<file path="src/rtl/lanes_rx_sync_pkg.sv">
// lanes_rx_sync_pkg: shared sync-header types, constants and header check
package lanes_rx_sync_pkg;
  typedef enum logic [1:0] {HUNT, CONFIRM, LOCKED} sync_state_t;
  localparam logic [1:0] HDR_A = 2'b01;
  localparam logic [1:0] HDR_B = 2'b10;
  function automatic logic hdr_valid(input logic [1:0] hdr);
    return hdr == HDR_A || hdr == HDR_B;
  endfunction
endpackage

</file>
<file path="src/rtl/lanes_rx_sync_lock_lane_sync_fsm.sv">
// lane_sync_fsm: per-lane sync-header hunt/confirm/lock state machine
module lane_sync_fsm
  import lanes_rx_sync_pkg::*;
#(
  parameter int LOCK_CNT  = 64,
  parameter int ERR_LIMIT = 16,
  parameter int WINDOW    = 1024
) (
  input  logic       clk,
  input  logic       rst,
  input  logic       en_i,
  input  logic       clr_i,
  input  logic [1:0] hdr_i,
  output logic       slip_o,
  output logic       locked_o,
  output logic       err_o
);
  localparam int GW = $clog2(LOCK_CNT) + 1;
  localparam int WW = $clog2(WINDOW) + 1;
  localparam int EW = $clog2(ERR_LIMIT) + 1;
  sync_state_t   state_q, state_d;
  logic [GW-1:0] good_q, good_d;
  logic [WW-1:0] win_q, win_d;
  logic [EW-1:0] err_q, err_d;
  logic          skip_q, skip_d, slip_q, slip_d;
  logic          ok;
  assign ok = hdr_valid(hdr_i);
  always_ff @(posedge clk or posedge rst) begin
    if (rst) begin
      state_q <= HUNT;
      good_q  <= '0;
      win_q   <= '0;
      err_q   <= '0;
      skip_q  <= 1'b0;
      slip_q  <= 1'b0;
    end else begin
      state_q <= state_d;
      good_q  <= good_d;
      win_q   <= win_d;
      err_q   <= err_d;
      skip_q  <= skip_d;
      slip_q  <= slip_d;
    end
  end
  always_comb begin
    state_d = state_q;
    good_d  = good_q;
    win_d   = win_q;
    err_d   = err_q;
    skip_d  = skip_q;
    slip_d  = 1'b0;
    if (clr_i) begin
      state_d = HUNT;
      good_d  = '0;
      win_d   = '0;
      err_d   = '0;
      skip_d  = 1'b0;
    end else if (en_i && skip_q) begin
      skip_d = 1'b0;
    end else if (en_i) begin
      case (state_q)
        HUNT: begin
          state_d = ok ? CONFIRM : HUNT;
          good_d  = ok ? GW'(1) : '0;
          slip_d  = !ok;
          skip_d  = !ok;
        end
        CONFIRM: begin
          if (!ok) begin
            state_d = HUNT;
            good_d  = '0;
            slip_d  = 1'b1;
            skip_d  = 1'b1;
          end else if (good_q == GW'(LOCK_CNT - 1)) begin
            state_d = LOCKED;
            good_d  = '0;
            win_d   = '0;
            err_d   = '0;
          end else begin
            good_d = good_q + 1'b1;
          end
        end
        LOCKED: begin
          win_d = win_q + 1'b1;
          err_d = err_q + EW'(!ok);
          // lock loss wins over a window rollover on the same word
          if (err_d == EW'(ERR_LIMIT)) begin
            state_d = HUNT;
            win_d   = '0;
            err_d   = '0;
          end else if (win_d == WW'(WINDOW)) begin
            win_d = '0;
            err_d = '0;
          end
        end
        default: state_d = HUNT;
      endcase
    end
  end
  always_comb begin
    locked_o = state_q == LOCKED;
    slip_o   = slip_q;
    err_o    = en_i && !clr_i && !skip_q && state_q == LOCKED && !ok;
  end
endmodule

</file>
<file path="src/rtl/lanes_rx_sync_lock.sv">
// lanes_rx_sync_lock: two-lane sync-header lock, payload forwarding and error count
module lanes_rx_sync_lock
  import lanes_rx_sync_pkg::*;
#(
  parameter int WIDTH     = 132,
  parameter int LOCK_CNT  = 64,
  parameter int ERR_LIMIT = 16,
  parameter int WINDOW    = 1024
) (
  input  logic             clk,
  input  logic             rst,
  input  logic             enable_dec,
  input  logic [1:0]       gen_speed,
  input  logic [WIDTH-1:0] lane_0_rx_parallel,
  input  logic [WIDTH-1:0] lane_1_rx_parallel,
  output logic             lane_0_slip,
  output logic             lane_1_slip,
  output logic             lane_0_locked,
  output logic             lane_1_locked,
  output logic             data_valid,
  output logic [WIDTH-3:0] lane_0_data,
  output logic [WIDTH-3:0] lane_1_data,
  output logic [7:0]       sync_err_cnt
);
  logic [1:0]       gen_q;
  logic [7:0]       cnt_q, cnt_d;
  logic [8:0]       cnt_sum;
  logic [WIDTH-3:0] dat0_q, dat1_q;
  logic             dv_q, chg, pay, err0, err1;
  assign chg = gen_speed != gen_q;
  assign pay = enable_dec && !chg && lane_0_locked && lane_1_locked;
  assign cnt_sum = 9'(cnt_q) + 9'(err0) + 9'(err1);
  assign cnt_d = cnt_sum[8] ? 8'hff : cnt_sum[7:0];
  lane_sync_fsm #(.LOCK_CNT(LOCK_CNT), .ERR_LIMIT(ERR_LIMIT), .WINDOW(WINDOW)) u_lane0 (
    .clk      (clk),
    .rst      (rst),
    .en_i     (enable_dec),
    .clr_i    (chg),
    .hdr_i    (lane_0_rx_parallel[1:0]),
    .slip_o   (lane_0_slip),
    .locked_o (lane_0_locked),
    .err_o    (err0)
  );
  lane_sync_fsm #(.LOCK_CNT(LOCK_CNT), .ERR_LIMIT(ERR_LIMIT), .WINDOW(WINDOW)) u_lane1 (
    .clk      (clk),
    .rst      (rst),
    .en_i     (enable_dec),
    .clr_i    (chg),
    .hdr_i    (lane_1_rx_parallel[1:0]),
    .slip_o   (lane_1_slip),
    .locked_o (lane_1_locked),
    .err_o    (err1)
  );
  always_ff @(posedge clk or posedge rst) begin
    if (rst) begin
      gen_q  <= '0;
      cnt_q  <= '0;
      dv_q   <= 1'b0;
      dat0_q <= '0;
      dat1_q <= '0;
    end else begin
      gen_q <= gen_speed;
      cnt_q <= cnt_d;
      dv_q  <= pay;
      if (pay) begin
        dat0_q <= lane_0_rx_parallel[WIDTH-1:2];
        dat1_q <= lane_1_rx_parallel[WIDTH-1:2];
      end
    end
  end
  assign data_valid   = dv_q;
  assign lane_0_data  = dat0_q;
  assign lane_1_data  = dat1_q;
  assign sync_err_cnt = cnt_q;
endmodule

</file>
<file path="config.mk">
export PLATFORM = sky130hd
export DESIGN_NAME = lanes_rx_sync_lock
export DESIGN_NICKNAME = d
export VERILOG_FILES = /design/src/rtl/lanes_rx_sync_pkg.sv /design/src/rtl/lanes_rx_sync_lock_lane_sync_fsm.sv /design/src/rtl/lanes_rx_sync_lock.sv
export SDC_FILE = /design/constraint.sdc
export NUM_CORES = 1
export LEC_CHECK = 0
export BUFFER_PORTS_ARGS = -buffer_cell sky130_fd_sc_hd__buf_4
export CELL_PAD_IN_SITES_DETAIL_PLACEMENT = 0
export CELL_PAD_IN_SITES_GLOBAL_PLACEMENT = 1
export CORE_AREA = 3 3 212 214
export CTS_CLUSTER_SIZE = 14
export DETAILED_ROUTE_END_ITERATION = 16
export DIE_AREA = 0 0 215 217
export GPL_TIMING_DRIVEN = 0
export PLACE_DENSITY = 0.64
export SLEW_MARGIN = 20
export SYNTH_ARGS = -nofsm -noshare
export SYNTH_HDL_FRONTEND = slang
export SYNTH_SLANG_ARGS = --single-unit
export TNS_END_PERCENT = 100
</file>
<file path="constraint.sdc">
create_clock -name clk -period 27.4 [get_ports clk]
set_clock_uncertainty 0.15 [all_clocks]
set_input_delay 5.48 -clock clk [delete_from_list [all_inputs] [get_ports clk]]
set_output_delay 5.48 -clock clk [all_outputs]
set_load 0.02 [all_outputs]
</file>
==> impl_results.md <==
- Top library cells by usage in the layout, fill and taps aside: sky130_fd_sc_hd__buf_4, sky130_fd_sc_hd__dfrtp_1, sky130_fd_sc_hd__mux2_2
- Critical path type: input pin to flip-flop
- Ratio of total power to cell area: 53.08 mW/mm^2
- Worst max-slew margin expressed relative to the limit: 0.4738
- Crit path DAT: 8.19 ns
- Tcrit/Tclk final: 0.2890
- Predominant post-synthesis flop cell: sky130_fd_sc_hd__dfrtp_1
- Number of antenna violations at the first check in global routing: 5
- Share of layout cells above drive strength 1: 0.5836
- Area contributors post-synth: sky130_fd_sc_hd__dfrtp_1, sky130_fd_sc_hd__mux2_2, sky130_fd_sc_hd__o21ai_0
- Post-detail-place hpwl: 33.98 mm
- Clk slew on worst S/H paths: 0.06 ns
- Number of flops mapped to enable cells by yosys: 0
- Final-stage net count: 1808
- Post-CTS Setup Inserts: 0
- Hold Buf Count CTS: 0
- Top layer reached by signal wires: met5
- Aggregate routed wire length: 43.38 mm
- Pin count of the biggest net entering global routing: 101
- Post-Synthesis Cells: 944
- Post-synth net total: 1223
- Total CTS buffers: 39
- Fill cell total of the finished layout: 4082
- DR pass1 iterations: 4
- Worst path required time: 27.67 ns
- Clock Latency Late Sink: 0.54 ns
- Final total negative setup slack: 0 ns
- Leakage: 0.01021 uW
- DRC violations left: 0
- Number of buffers on the longest clock path: 3
- Sinks on the clock net: 325
- Die Width: 215 um
- Flops & latches, synth: 325
- WL met2: 22.37 mm
- Core Util, Final: 0.4473
- Yosys top cell by area: sky130_fd_sc_hd__dfrtp_1
- Maximum frequency from static timing analysis: 126.3 MHz
- RSZ-0062 raised after global routing: no
- Final antenna-violating net count: 0
- Startpoint type of the worst setup path: input pin
- Actual transition at the worst max-transition pin: 0.7850 ns
- DRC violation total after the first TritonRoute iteration: 453
- Maximum level of the CTS H-tree: 2
- Post-synth design cell area: 0.01318 sq mm
- Cell chosen for the clock root: sky130_fd_sc_hd__clkbuf_16
- Wire length on met3: 3.148 mm
- Weighted congestion reported at the end of routability-driven placement: 0.7983
- Avg Vias per Cell: 4.548
- CP endpoint kind: flip-flop
- Initial Utilization: 0.3061
- Worst voltage drop across the vdd grid: 0.00004439 V
- Library cells used by synthesis: 51
- Die Y-Extent: 217 um
- Share of synthesized registers carrying an async set or reset: 1.000
- Fin crit period: 7.919 ns
- Via count of the first global-routing pass: 9980
- Count of port buffers added during placement: 541
- Mean post-synth cell area: 13.97 sq um
- Met1 Routed Length: 16.63 mm
- Final total power: 1023 uW
- Number of failing hold endpoints at the final stage: 0
- Routed length per instance: 20.29 um
- Io pins: 542
- Overall Global Routing Usage: 0.1804
- Sequential share of the synthesized area: 0.6169
- Top cell type's share of synthesized area: 0.6169
- Core outline area: 0.04308 sq mm
- Total overflow reported by the global router: 0
- Count of warnings emitted by yosys: 0
- Final setup violating endpoints: 0
- Number of placement rows: 76
- Crit Path Max Fanout: 10
- Die area: 0.04666 sq mm
- Multi-input gate area: 0.004828 sq mm
- Number of max-cap violations: 0
- Area growth from synthesis to final layout: 46.14%
- Wire length of the first global-routing pass: 64.25 mm
- Storage cell area: 0.008133 sq mm
- Most common cell after layout, fill and taps aside: sky130_fd_sc_hd__buf_4
- Result of the run: complete, no violations
- Via total after detailed routing: 9724
- Number of slew-limit violations in the final report: 0
- TritonCTS clock tree: yes
- Placed cell count: 2073
- Hold Crit Class: flip-flop to flip-flop
- CTS resizes: 0
- Non-filler cells, final: 2138
-- final timing paths --
kind	from	end	slack, ns	depth (start not counted)
min in group asynchronous	rst	lane_1_data[21]$_DFFE_PP0P_	4.80	2
setup reg to reg	u_lane1.state_q[0]$_DFFE_PP0P_	lane_1_data[45]$_DFFE_PP0P_	24.53	6
hold / removal	u_lane0.good_q[5]$_DFFE_PP0P_	u_lane0.good_q[5]$_DFFE_PP0P_	0.34	1
setup / recovery	lane_0_rx_parallel[0]	u_lane0.win_q[10]$_DFFE_PP0P_	19.48	10
hold reg to reg	u_lane0.good_q[5]$_DFFE_PP0P_	u_lane0.good_q[5]$_DFFE_PP0P_	0.34	1
max in group asynchronous	rst	lane_0_data[105]$_DFFE_PP0P_	20.95	4
-- power breakdown --
part / switching, uW / internal (uW) / total, uW / leakage, uW
sequential: 0.692 / 481 / 482 / 0.00453
combinational: 21.5 / 28.0 / 49.5 / 0.00509
clock: 195 / 296 / 491 / 0.000583
total: 218 / 805 / 1020 / 0.0102
-- final cells by class --
class,instances,share of cell area
well taps,585,0.03799
clock inverters,3,0.002078
clock buffers,58,0.05968
repair buffers,544,0.2151
diodes,4,0.0005195
flip-flops and latches,325,0.4221
plain buffers,41,0.01039
inverters,6,0.001559
multi-input cells,572,0.2506
-- worst max-delay path, cell delays in order --
cell,delay [ns]
sky130_fd_sc_hd__buf_4,0.11
sky130_fd_sc_hd__xnor2_1,0.44
sky130_fd_sc_hd__ha_1,0.30
sky130_fd_sc_hd__ha_1,0.24
sky130_fd_sc_hd__xor2_1,0.09
sky130_fd_sc_hd__or4_1,0.52
sky130_fd_sc_hd__nor3_1,0.32
sky130_fd_sc_hd__nor4_1,0.11
sky130_fd_sc_hd__clkbuf_1,0.27
sky130_fd_sc_hd__a32o_1,0.31
-- Yosys cell counts, drive strengths merged, types with 2 or more instances --
library cell,count
o41ai,2
a21oi,17
o21a,3
o21ai,42
ha,9
or4,4
or2,2
nand3,30
nor3b,2
and2,2
dfrtp,325
and3,10
xnor2,15
inv,6
a22o,9
nand2b,7
nor4,2
a2111oi,2
nor2,33
a31o,5
buf,32
xor2,9
nor2b,6
nand4,5
nand2,45
clkbuf,9
nor3,18
mux2i,2
o31ai,6
a31oi,9
mux2,262
nand3b,3
-- metrics by stage --
stage	hold WS (ns)	worst slack, ns	cell area, sq um
global route	0.3636	19.22	19270
detailed placement	0.3302	18.95	18070
finish	0.3425	19.48	19270
floorplan	0.3009	12.77	13180
global placement	0.3299	8.394	17980
CTS	0.3410	19.52	19260
-- logic make-up after synthesis --
logic type,count (synthesis),share of synthesized area
AO/OA/AOI/OAI,103,0.05011
XOR/XNOR,24,0.01594
adder cells (fa/ha/maj),10,0.01006
buffers and inverters,47,0.01689
flip-flops,325,0.6169
multiplexers,264,0.2253
AND/OR/NAND/NOR,171,0.06482
-- sequential cells by signal, indices dropped and copies added, names as in the netlist --
name             count
lane_0_data        130
lane_1_data        130
u_lane0.win_q       11
u_lane1.win_q       11
sync_err_cnt         8
u_lane0.good_q       7
u_lane1.good_q       7
u_lane0.err_q        5
u_lane1.err_q        5
gen_q                2
u_lane0.state_q      2
u_lane1.state_q      2
data_valid           1
u_lane0.skip_q       1
u_lane0.slip_o       1
u_lane1.skip_q       1
u_lane1.slip_o       1
-- layer usage --
metal / GRT usage / up-vias
li1: - / 4555
met1: 0.2084 / 4795
met2: 0.3160 / 307
met3: 0.05585 / 65
met4: 0.06698 / 2
met5: 0 / -
Power figures use the tool's default switching activity.
